$ cat src/rtl/decode_stage.sv
// Registered decode stage: two-entry skid buffer in front of a combinational
// field split, so in_ready depends only on registered state.
module decode_stage #(
   parameter logic [31:0] SIGNED_OPS = 32'h0208_0000,
   parameter logic [31:0] LEGAL_OPS  = 32'h1FFF_FFFF
) (
   input  logic        clk,
   input  logic        rst_n,
   input  logic        flush,
   input  logic        in_valid,
   output logic        in_ready,
   input  logic [31:0] in_instr,
   input  logic [63:0] in_pc,
   output logic        out_valid,
   input  logic        out_ready,
   output logic [4:0]  out_opcode,
   output logic [4:0]  out_rd,
   output logic [4:0]  out_rs,
   output logic [4:0]  out_rt,
   output logic [11:0] out_imm,
   output logic        out_imm_signed,
   output logic        out_illegal,
   output logic [63:0] out_pc
);

   typedef enum logic [1:0] {EMPTY, ONE, TWO} state_t;

   state_t      state;
   logic [31:0] main_instr;
   logic [63:0] main_pc;
   logic [31:0] skid_instr;
   logic [63:0] skid_pc;
   logic        accept;
   logic        consume;

   assign in_ready  = (state != TWO);
   assign out_valid = (state != EMPTY);
   assign accept    = in_valid & in_ready;
   assign consume   = out_valid & out_ready;

   always_ff @(posedge clk or negedge rst_n) begin
      if (!rst_n) begin
         state      <= EMPTY;
         main_instr <= '0;
         main_pc    <= '0;
         skid_instr <= '0;
         skid_pc    <= '0;
      end else if (flush) begin
         // Buffer contents are left as-is; state alone marks them dead.
         state <= EMPTY;
      end else begin
         case (state)
            EMPTY: begin
               if (accept) begin
                  main_instr <= in_instr;
                  main_pc    <= in_pc;
                  state      <= ONE;
               end
            end
            ONE: begin
               if (accept && consume) begin
                  main_instr <= in_instr;
                  main_pc    <= in_pc;
               end else if (accept) begin
                  skid_instr <= in_instr;
                  skid_pc    <= in_pc;
                  state      <= TWO;
               end else if (consume) begin
                  state <= EMPTY;
               end
            end
            TWO: begin
               if (consume) begin
                  main_instr <= skid_instr;
                  main_pc    <= skid_pc;
                  state      <= ONE;
               end
            end
            default: state <= EMPTY;
         endcase
      end
   end

   assign out_opcode     = main_instr[31:27];
   assign out_rd         = main_instr[26:22];
   assign out_rs         = main_instr[21:17];
   assign out_rt         = main_instr[16:12];
   assign out_imm        = main_instr[11:0];
   assign out_imm_signed = SIGNED_OPS[out_opcode];
   assign out_illegal    = ~LEGAL_OPS[out_opcode];
   assign out_pc         = main_pc;

endmodule

$ cat config.mk
export PLATFORM = sky130hd
export DESIGN_NAME = decode_stage
export DESIGN_NICKNAME = d
export VERILOG_FILES = /design/src/rtl/decode_stage.sv
export SDC_FILE = /design/constraint.sdc
export NUM_CORES = 1
export LEC_CHECK = 0
export BUFFER_PORTS_ARGS = -buffer_cell sky130_fd_sc_hd__buf_2
export CAP_MARGIN = 30
export CORE_MARGIN = 10
export CORE_UTILIZATION = 45
export DETAILED_ROUTE_END_ITERATION = 8
export PLACE_DENSITY = 0.7
export SYNTH_ARGS = -nofsm -noshare
export SYNTH_HDL_FRONTEND = slang
export SYNTH_SLANG_ARGS = --single-unit
$ cat constraint.sdc
create_clock -name clk -period 2.09 [get_ports clk]
set_input_delay 0.209 -clock clk [delete_from_list [all_inputs] [get_ports clk]]
set_output_delay 0.209 -clock clk [all_outputs]
set_load 0.1 [all_outputs]
* Word level (Yosys, flattened, before mapping)
Memories as Yosys holds them, arrays and structs flattened.
Cells that the tools add are included.
** Storage, ports and cells
- Input bits :: 101
- Memories :: 2
- Register bits :: 194
- Logic and storage cells :: 47
- ROM bits :: 64
- Output and inout bits :: 100
** Cells by class
- Reductions and logical operators :: 7
- Bitwise logic cells :: 5
- Multiplexer cells :: 17
- $lt $le $gt $ge :: 1
- Equal/unequal tests :: 10
** Memories
- (no name shown) :: words 32, width 1, rd ports 1, clocked after Yosys merged registers in 0, write ports 0, RTL line 90 : assign out_illegal = ~LEGAL_OPS[out_opcode];
- (no name shown) :: words 32, width 1, rd ports 1, clocked after Yosys merged registers in 0, write ports 0, RTL line 89 : assign out_imm_signed = SIGNED_OPS[out_opcode];
** Operator list (count)
- 2-to-1 mux 64 bit :: 3
- case mux 64 bit (3 select lines) :: 1
- 2-to-1 mux 32 bit :: 3
- case mux 32 bit (3 select lines) :: 1
- 2-to-1 mux 2 bit :: 6
- inequality test 3 bit, second input constant :: 3
- inequality test 2 bit, second input constant :: 4
- AND reduction 4 bit :: 2
- less-than comparator 5 x 6 -> 1 bit, second input constant :: 1
- case mux 2 bit (3 select lines) :: 1
- AND reduction 5 bit :: 1
- inequality test 4 bit, second input constant :: 1
- inverter 1 bit :: 3
- nonzero test 3 bit :: 1
- bitwise AND 1 bit :: 2
- equality test 2 x 1 -> 1 bit, second input constant :: 1
- equality test 2 bit, second input constant :: 1
- zero test 2 bit :: 1
- 2-to-1 mux 1 bit :: 2
- nonzero test 2 bit :: 1
- logical AND 1 bit :: 1

* Logic depth before layout (Yosys ltp)
Gate-level depths: netlist of run 1.
- Depth after elaboration :: 7
- Mapped depth :: 8

* Least setup slack after synthesis of run 1
Ideal clock, no wire load.
- Path kind :: register to output
- Start :: reg main_instr[30]
- End :: out out_imm_signed
- Path slack :: -1.324 ns
- Buffers on the path :: 0
- Required time :: 1.881 ns
- Arrival :: 3.205 ns
- Stages on the path, launching flop included :: 3
- Cells stage by stage :: dfrtp_1 xnor2_1 nor3_1
** Between the ends
- Cells in the longest elaborated chain, start to end :: 2
** RTL lines
- start: declaration :: RTL line 29 : logic [31:0] main_instr;
- start signal: assignment :: RTL line 55 : main_instr <= in_instr;
- start signal: assignment :: RTL line 62 : main_instr <= in_instr;
- start signal: assignment :: RTL line 74 : main_instr <= skid_instr;
- memory read (32 x 1 bit)
- 2-to-1 mux 1 bit (not written as such) :: RTL line 89
- end: declaration :: RTL line 21 : output logic out_imm_signed,
No other way between the ends. The select of a mux whose other input is x is not followed.

* Worst setup path in the final report of run 1
- Start :: reg state[1]
- End :: out in_ready
** Between the ends
- Cells in the longest elaborated chain, start to end :: 1
** RTL lines
- start: declaration :: RTL line 28 : state_t state;
- start signal: assignment :: RTL line 43 : state <= EMPTY;
- start signal: assignment :: RTL line 50 : state <= EMPTY;
- start signal: assignment :: RTL line 57 : state <= ONE;
- inequality test 2 bit :: RTL line 36 : assign in_ready = (state != TWO);
- end: declaration :: RTL line 11 : output logic in_ready,
No other way between the ends.

==> results.md, run 1 <==
* RSZ-0062 raised after global routing: false
* Syn_area_per_cell at 11.55 sq um
* CTS tree: done
* Syn_nets at 836
* Post-DP HPWL at 13400 um
* Fraction of registers with async set/reset at 1.000
* Final std cells w/o fill at 1184
* Remaining antenna violation count after routing at 0
* Slew headroom at 0.6489
* Gr ovfl total at 0
* Layout Nets at 1037
* Placer congestion estimate at 0.7058
* # rows at 50
* Initial detailed-routing violation count at 304
* Clock Tree Buf Depth at 2
* EDFF count, synth at 0
* Class of the worst hold path: input pin to register
* DRC Markers at 0
* Setup bufs post-CTS at 0
* DIE HEIGHT at 157.3 um
* Synth area leader: dfrtp_1
* Top post-synthesis cells by count: 291 x nand2_1, 194 x dfrtp_1, 153 x mux2_2
* TritonCTS Buffers at 17
* Sequential-to-total area share from yosys stat at 0.5720
* Slowest cell on crit path: dfrtp_1
* Top cells by area, synth: dfrtp_1 57%, mux2_2 20%, nand2_1 13%
* Main synth FF type: dfrtp_1
* Root buffer cell: clkbuf_16
* Core ar. at 18640 sq um
* H-tree depth at 4
* Pwr/cell area at 1272 nW/um^2
* Crit-path leading delay family: buffers and inverters
* R2r startpoint: state[1]$_DFFE_PN0P_
* Post-Route WL at 19810 um
* Layout area overhead at 23.49%
* YS warnings at 0
* Max FO, Critical Path at 25
* Critical hold path startpoint: in_instr[26]
* Cell area after synthesis at 8487 sq um
* Final Setup Violations at 0
* Worst Path Required at 1.88 ns
* Initial Utilization at 0.4552
* Status: complete, no violations
* Layout cell share with drive strength beyond 1 at 0.4247
* Vias per inst at 5.024
* CP peak stage delay at 0.43 ns
* Boundary Pins at 201
* Final hold viol count at 0
* Cell variety after synth at 21
* Die width at 157.3 um
* Fmax at 511.4 MHz
* #FFs+latches synth at 194
* Final critical-path share of the clock period at 0.9356
* Crit path buf inv count at 3
* Count leader, synth: nand2_1
* CP Class: register to output port
* Clock Skew at 0.009934 ns
* Maximum resistive drop on vdd at 0.7290 mV
* Detailed-route via count at 5949
* Cells after Synth at 735
* Yosys top cell area share at 0.5720
* Placed insts at 1139
* Largest net degree at the start of global routing at 97
* Tmin final at 1.955 ns
* # clock sinks at 194
* Drt pass-1 iters at 4
* First-pass GRT wire length at 32750 um
* DR WL/cell at 16.73 um
* Crit path launch type: register
* Worst skew pair latency at 0.43 ns
* Layout Utilization at 0.5621
* Max-cap viol count at 0
* Max-slew violations at 0
* CP endpoint kind: output port
* Critical Path AT at 1.75 ns
* GRT Total Usage at 0.1641
* CP dominant cell by count: buf_4
* Worst-margin pin slew at 0.5303 ns
* Leak pwr at 5.186 nW
* # port buffers at 200
* Worst-path clk slew at 0.08 ns
* Initial antenna violation count at 3
* Worst Setup SP: state[1]$_DFFE_PN0P_
* Vias in the first global route at 6216
* Die area at 24750 sq um
* Cell breakdown of the critical path: nor2b_4, clkinv_2, buf_4, buf_4
-- cell families (layout without fill, tap and decap cells) --
kind of cell    count (synthesis)  count (layout)  share of synthesized area
xor+xnor                        1               1                   0.001032
mux                           192             192                     0.2548
flops                         194             194                     0.5720
buf+inv                        42             256                    0.03096
simple gates                  301             301                     0.1364
compound gates                  5               5                   0.004865
other cells                     0               1                          0
-- stage by stage --
stage                     total power [mW]  hold slack [ns]  area [sq um]  worst slack [ns]  TNS [ns]
final                                13.33          0.01685         10480            0.1347         0
after global routing                 13.96         0.004998         10480           0.03405         0
after CTS                            13.48        0.0001488         10470            0.1103         0
after detailed placement             10.17           0.1832          9759            0.2332         0
after global placement               10.06           0.1896          9759            0.2966         0
after floorplan                      9.166         -0.08659          8499           -0.1277   -0.1567
-- per-layer routing --
layer,share of wire,vias to the layer above,global-route usage
li1,-,2816,-
met1,0.45,2972,0.2121
met2,0.47,141,0.2621
met3,0.068,18,0.05677
met4,0.0092,2,0.03295
met5,0.00035,-,0
-- area by class of cell --
class,instances,area [sq um]
Antenna cell,1,2.502
Clock inverter,14,156.4
Sequential cell,194,4855
Tap cell,234,292.8
Multi-Input combinational cell,499,3402
Fill cell,1566,8163
Clock buffer,18,439.2
Timing Repair Buffer,223,1328
Inverter,1,5.005
-- where the power goes --
group,switching (mW),internal (mW),leakage [nW],total [mW]
Clock,1.60,1.65,0.290,3.25
Sequential,0.494,4.69,2.33,5.18
Combinational,3.76,1.13,2.56,4.89
Total,5.86,7.47,5.19,13.3
-- worst paths after layout --
kind                                               to  slack [ns]  depth (start not counted)
min reg2reg                    out_pc[13]$_DFFE_PN0P_        0.48                          1
max                                          in_ready        0.13                          4
max reg2reg                    out_pc[16]$_DFFE_PN0P_        0.21                          5
max in group asynchronous      skid_pc[7]$_DFFE_PN0P_        1.15                          3
min                        skid_instr[26]$_DFFE_PN0P_        0.02                          2
min in group asynchronous      out_pc[50]$_DFFE_PN0P_        0.30                          2
-- placed cells by master (no fill, tap or decap), types with 3 or more instances in the layout --
master,instances
buf_4,3
inv_8,5
clkinv_8,3
clkbuf_16,17
nand2_1,291
buf_12,9
buf_2,198
dfrtp_1,194
inv_6,4
mux2_1,39
dlygate4sd3_1,12
mux2_2,153
-- state kept, by name, indices dropped and copies added (netlist names) --
register,cells
state,2
skid_instr,32
main_instr,32
skid_pc,64
out_pc,64
-- repair_timing --
action	4_1_cts	5_1_grt
gates resized for setup	1	0
endpoints found under the setup margin	1	0
endpoints found under the hold margin	54	1
hold buffers	11	1
No activity file was read; power rests on OpenSTA's default activity.
==> run 2: changes to the inputs <==
==> constraint.sdc (replaced) <==
create_clock -name clk -period 2.5 [get_ports clk]
set_input_delay 0.25 -clock clk [delete_from_list [all_inputs] [get_ports clk]]
set_output_delay 0.25 -clock clk [all_outputs]
set_load 0.1 [all_outputs]
==> run 2 against run 1 <==
Non-clock buffer count shrank 10; sequential cell count is the same; hold slack better by 0.033 ns; critical path depth shrank 1; combinational power fell by 17%; worst setup slack improved by 0.44 ns; die area did not move; sequential share of layout area increased by 0.76 points; routed wire length down 0.41%; design area is 1.6% lower; register-to-register slack improved by 0.40 ns; via count is 1.7% lower.
==> results.md, run 2 (synthesis gave the netlist of run 1 again) <==
* Initial Utilization at 0.4552 (unchanged)
* Post-Route WL at 19730 um (-0.41%)
* Worst hold path depth at 2 (unchanged)
* Cell breakdown of the critical path: nor2b_4, clkinv_2, buf_2
* Boundary Pins at 201 (unchanged)
* Final setup margin at 0.5717 ns (+0.4370 ns)
* Register share of total power at 0.394 (+0.005)
* Path depth of the worst reg2reg path at 4 (-1)
* DRC Markers at 0 (unchanged)
* Tmin final at 1.928 ns
* # port buffers at 200 (unchanged)
* Detailed-route via count at 5846 (-1.7%)
* H-tree depth at 4 (unchanged)
* Slowest cell on crit path: buf_2
* Internal Power at 6.190 mW (-17%)
* DP Area at 9742 sq um (-0.18%)
* Clock Skew at 0.01238 ns (+0.002451 ns)
* Design Area, Final at 10310 sq um (-1.6%)
* Layout area overhead at 21.49%
* Core ar. at 18640 sq um (unchanged)
* # clock sinks at 194 (unchanged)
* Most common cell after layout, fill and taps aside: nand2_1
* Max FO, Critical Path at 16 (-36%)
* Worst Path Required at 2.25 ns (+0.37 ns)
* Final hold viol count at 0 (unchanged)
* Initial detailed-routing violation count at 260 (-14%)
* Clock Power Share at 0.237 (-0.007)
* DIE HEIGHT at 157.3 um (unchanged)
* # rows at 50 (unchanged)
* Commonest non-fill, non-tap cells in the layout: 291 x nand2_1, 199 x buf_2, 194 x dfrtp_1
* Setup bufs post-CTS at 0 (unchanged)
* Clock Tree Buf Depth at 2 (unchanged)
* Max-cap viol count at 0 (unchanged)
* Vias in the first global route at 6066 (-2.4%)
* Layout Nets at 1027 (-0.96%)
* Max-slew violations at 0 (unchanged)
* Worst skew pair latency at 0.43 ns (about the same)
* Maximum resistive drop on vdd at 0.5974 mV (-18%)
* Largest net degree at the start of global routing at 97 (unchanged)
* Crit path buf inv count at 2 (-1)
* TritonCTS Buffers at 17 (unchanged)
* Drt pass-1 iters at 4 (unchanged)
* WHS Endpoint: skid_instr[14]$_DFFE_PN0P_
* RR Endpoint: skid_pc[17]$_DFFE_PN0P_
* R2R Setup Slk at 0.61 ns (+0.40 ns)
* CTS tree: done
* Pre-CTS WS at 0.6228 ns (+0.3896 ns)
* Placer congestion estimate at 0.7395 (+4.8%)
* CP peak stage delay at 0.48 ns (+0.05 ns)
* Die area at 24750 sq um (unchanged)
* Worst-path clk slew at 0.08 ns (about the same)
* Cts repair resizes at 0 (-1)
* Fmax at 518.6 MHz
* Gr ovfl total at 0 (unchanged)
* N_diodes at 0 (-1)
* Root buffer cell: clkbuf_16
* Worst-margin pin slew at 0.5584 ns (+0.02808 ns)
* Net Switching at 4.829 mW (-18%)
* CP Class: register to output port
* Switch share at 0.4382 (-0.001468)
* Vias per inst at 4.984 (-0.81%)
* Setup TNS at 0 ns (unchanged)
* Class of the worst hold path: input pin to register
* R2r startpoint: state[1]$_DFFE_PN0P_
* Worst Setup SP: state[1]$_DFFE_PN0P_
* Post-DP HPWL at 13400 um (about the same)
* Critical Path AT at 1.68 ns (-0.07 ns)
* Die width at 157.3 um (unchanged)
* GRT Total Usage at 0.1587 (-0.005384)
* Final Setup Violations at 0 (unchanged)
* Final critical-path share of the clock period at 0.7713
* CP endpoint kind: output port
* First-pass GRT wire length at 31650 um (-3.3%)
* Crit path launch type: register
* Layout cell share with drive strength beyond 1 at 0.4302 (+0.005587)
* Combinational fraction of design power at 0.369 (+0.002)
* Status: complete, no violations
* DR WL/cell at 16.82 um (+0.52%)
* Initial antenna violation count at 1 (-2)
* RSZ-0062 raised after global routing: false
* Leak pwr at 5.120 nW (-1.3%)
* Slew headroom at 0.6278 (-0.02115)
* Pwr/cell area at 1069 nW/um^2 (-16%)
* Crit-path leading delay family: buffers and inverters
* Remaining antenna violation count after routing at 0 (unchanged)
* Critical hold path startpoint: in_instr[14]
-- run 2: cell count changes in the layout (fill, tap and decap cells not counted), sizes merged --
cell	previous run	this run
inv	9	8
clkinv	5	6
diode	1	0
dlygate4sd3	12	1
buf	210	211
-- run 2: worst max-delay path by stage --
stage	to	slack [ns]	depth (start not counted)
global placement	out_pc[61]$_DFFE_PN0P_	0.69	5
finish	in_ready	0.57	3
floorplan	state[1]$_DFFE_PN0P_	0.24	6
detailed placement	skid_pc[58]$_DFFE_PN0P_	0.62	4
global route	in_ready	0.47	3
CTS	in_ready	0.55	3
-- run 2: layer usage --
layer	up-vias	part of all wire	GRT usage
met4	2	0.0085	0.04319
met1	2888	0.44	0.1958
met2	153	0.49	0.2649
li1	2790	-	-
met3	13	0.063	0.04749
met5	-	0.00066	0
-- run 2: timing repair --
item	4_1_cts	5_1_grt
endpoints found under the setup margin	0	0
hold buffers	1	0
hold endpoints to repair	62	0
-- run 2: final cells by class --
type,count,area [sq um]
multi-input cells,499,3402
inverters,1,5.005
flip-flops and latches,194,4855
clock inverters,14,120.1
fillers,1610,8332
clock buffers,18,439.2
well taps,234,292.8
repair buffers,213,1197
-- run 2: through the flow --
stage / power [mW] / hold WS [ns] / util / instances
after floorplan: 7.662 / -0.04559 / - / 735
after global placement: 8.411 / 0.2890 / 0.5226 / 1140
after detailed placement: 8.500 / 0.2877 / 0.5226 / 1140
after CTS: 11.15 / 0.03245 / 0.5531 / 1173
after global routing: 11.51 / 0.03289 / 0.5531 / 1173
final: 11.02 / 0.04989 / 0.5531 / 1173
-- run 2: power groups by stage --
stage	sequential, mW	clock [mW]	combinational [mW]
4_1_cts	4.34	2.70	4.11
6_report	4.34	2.61	4.07
3_5_place_dp	4.39	0	4.11
2_1_floorplan	6.73	0	0.933
3_3_place_gp	4.36	0	4.06
5_1_grt	4.44	2.84	4.24
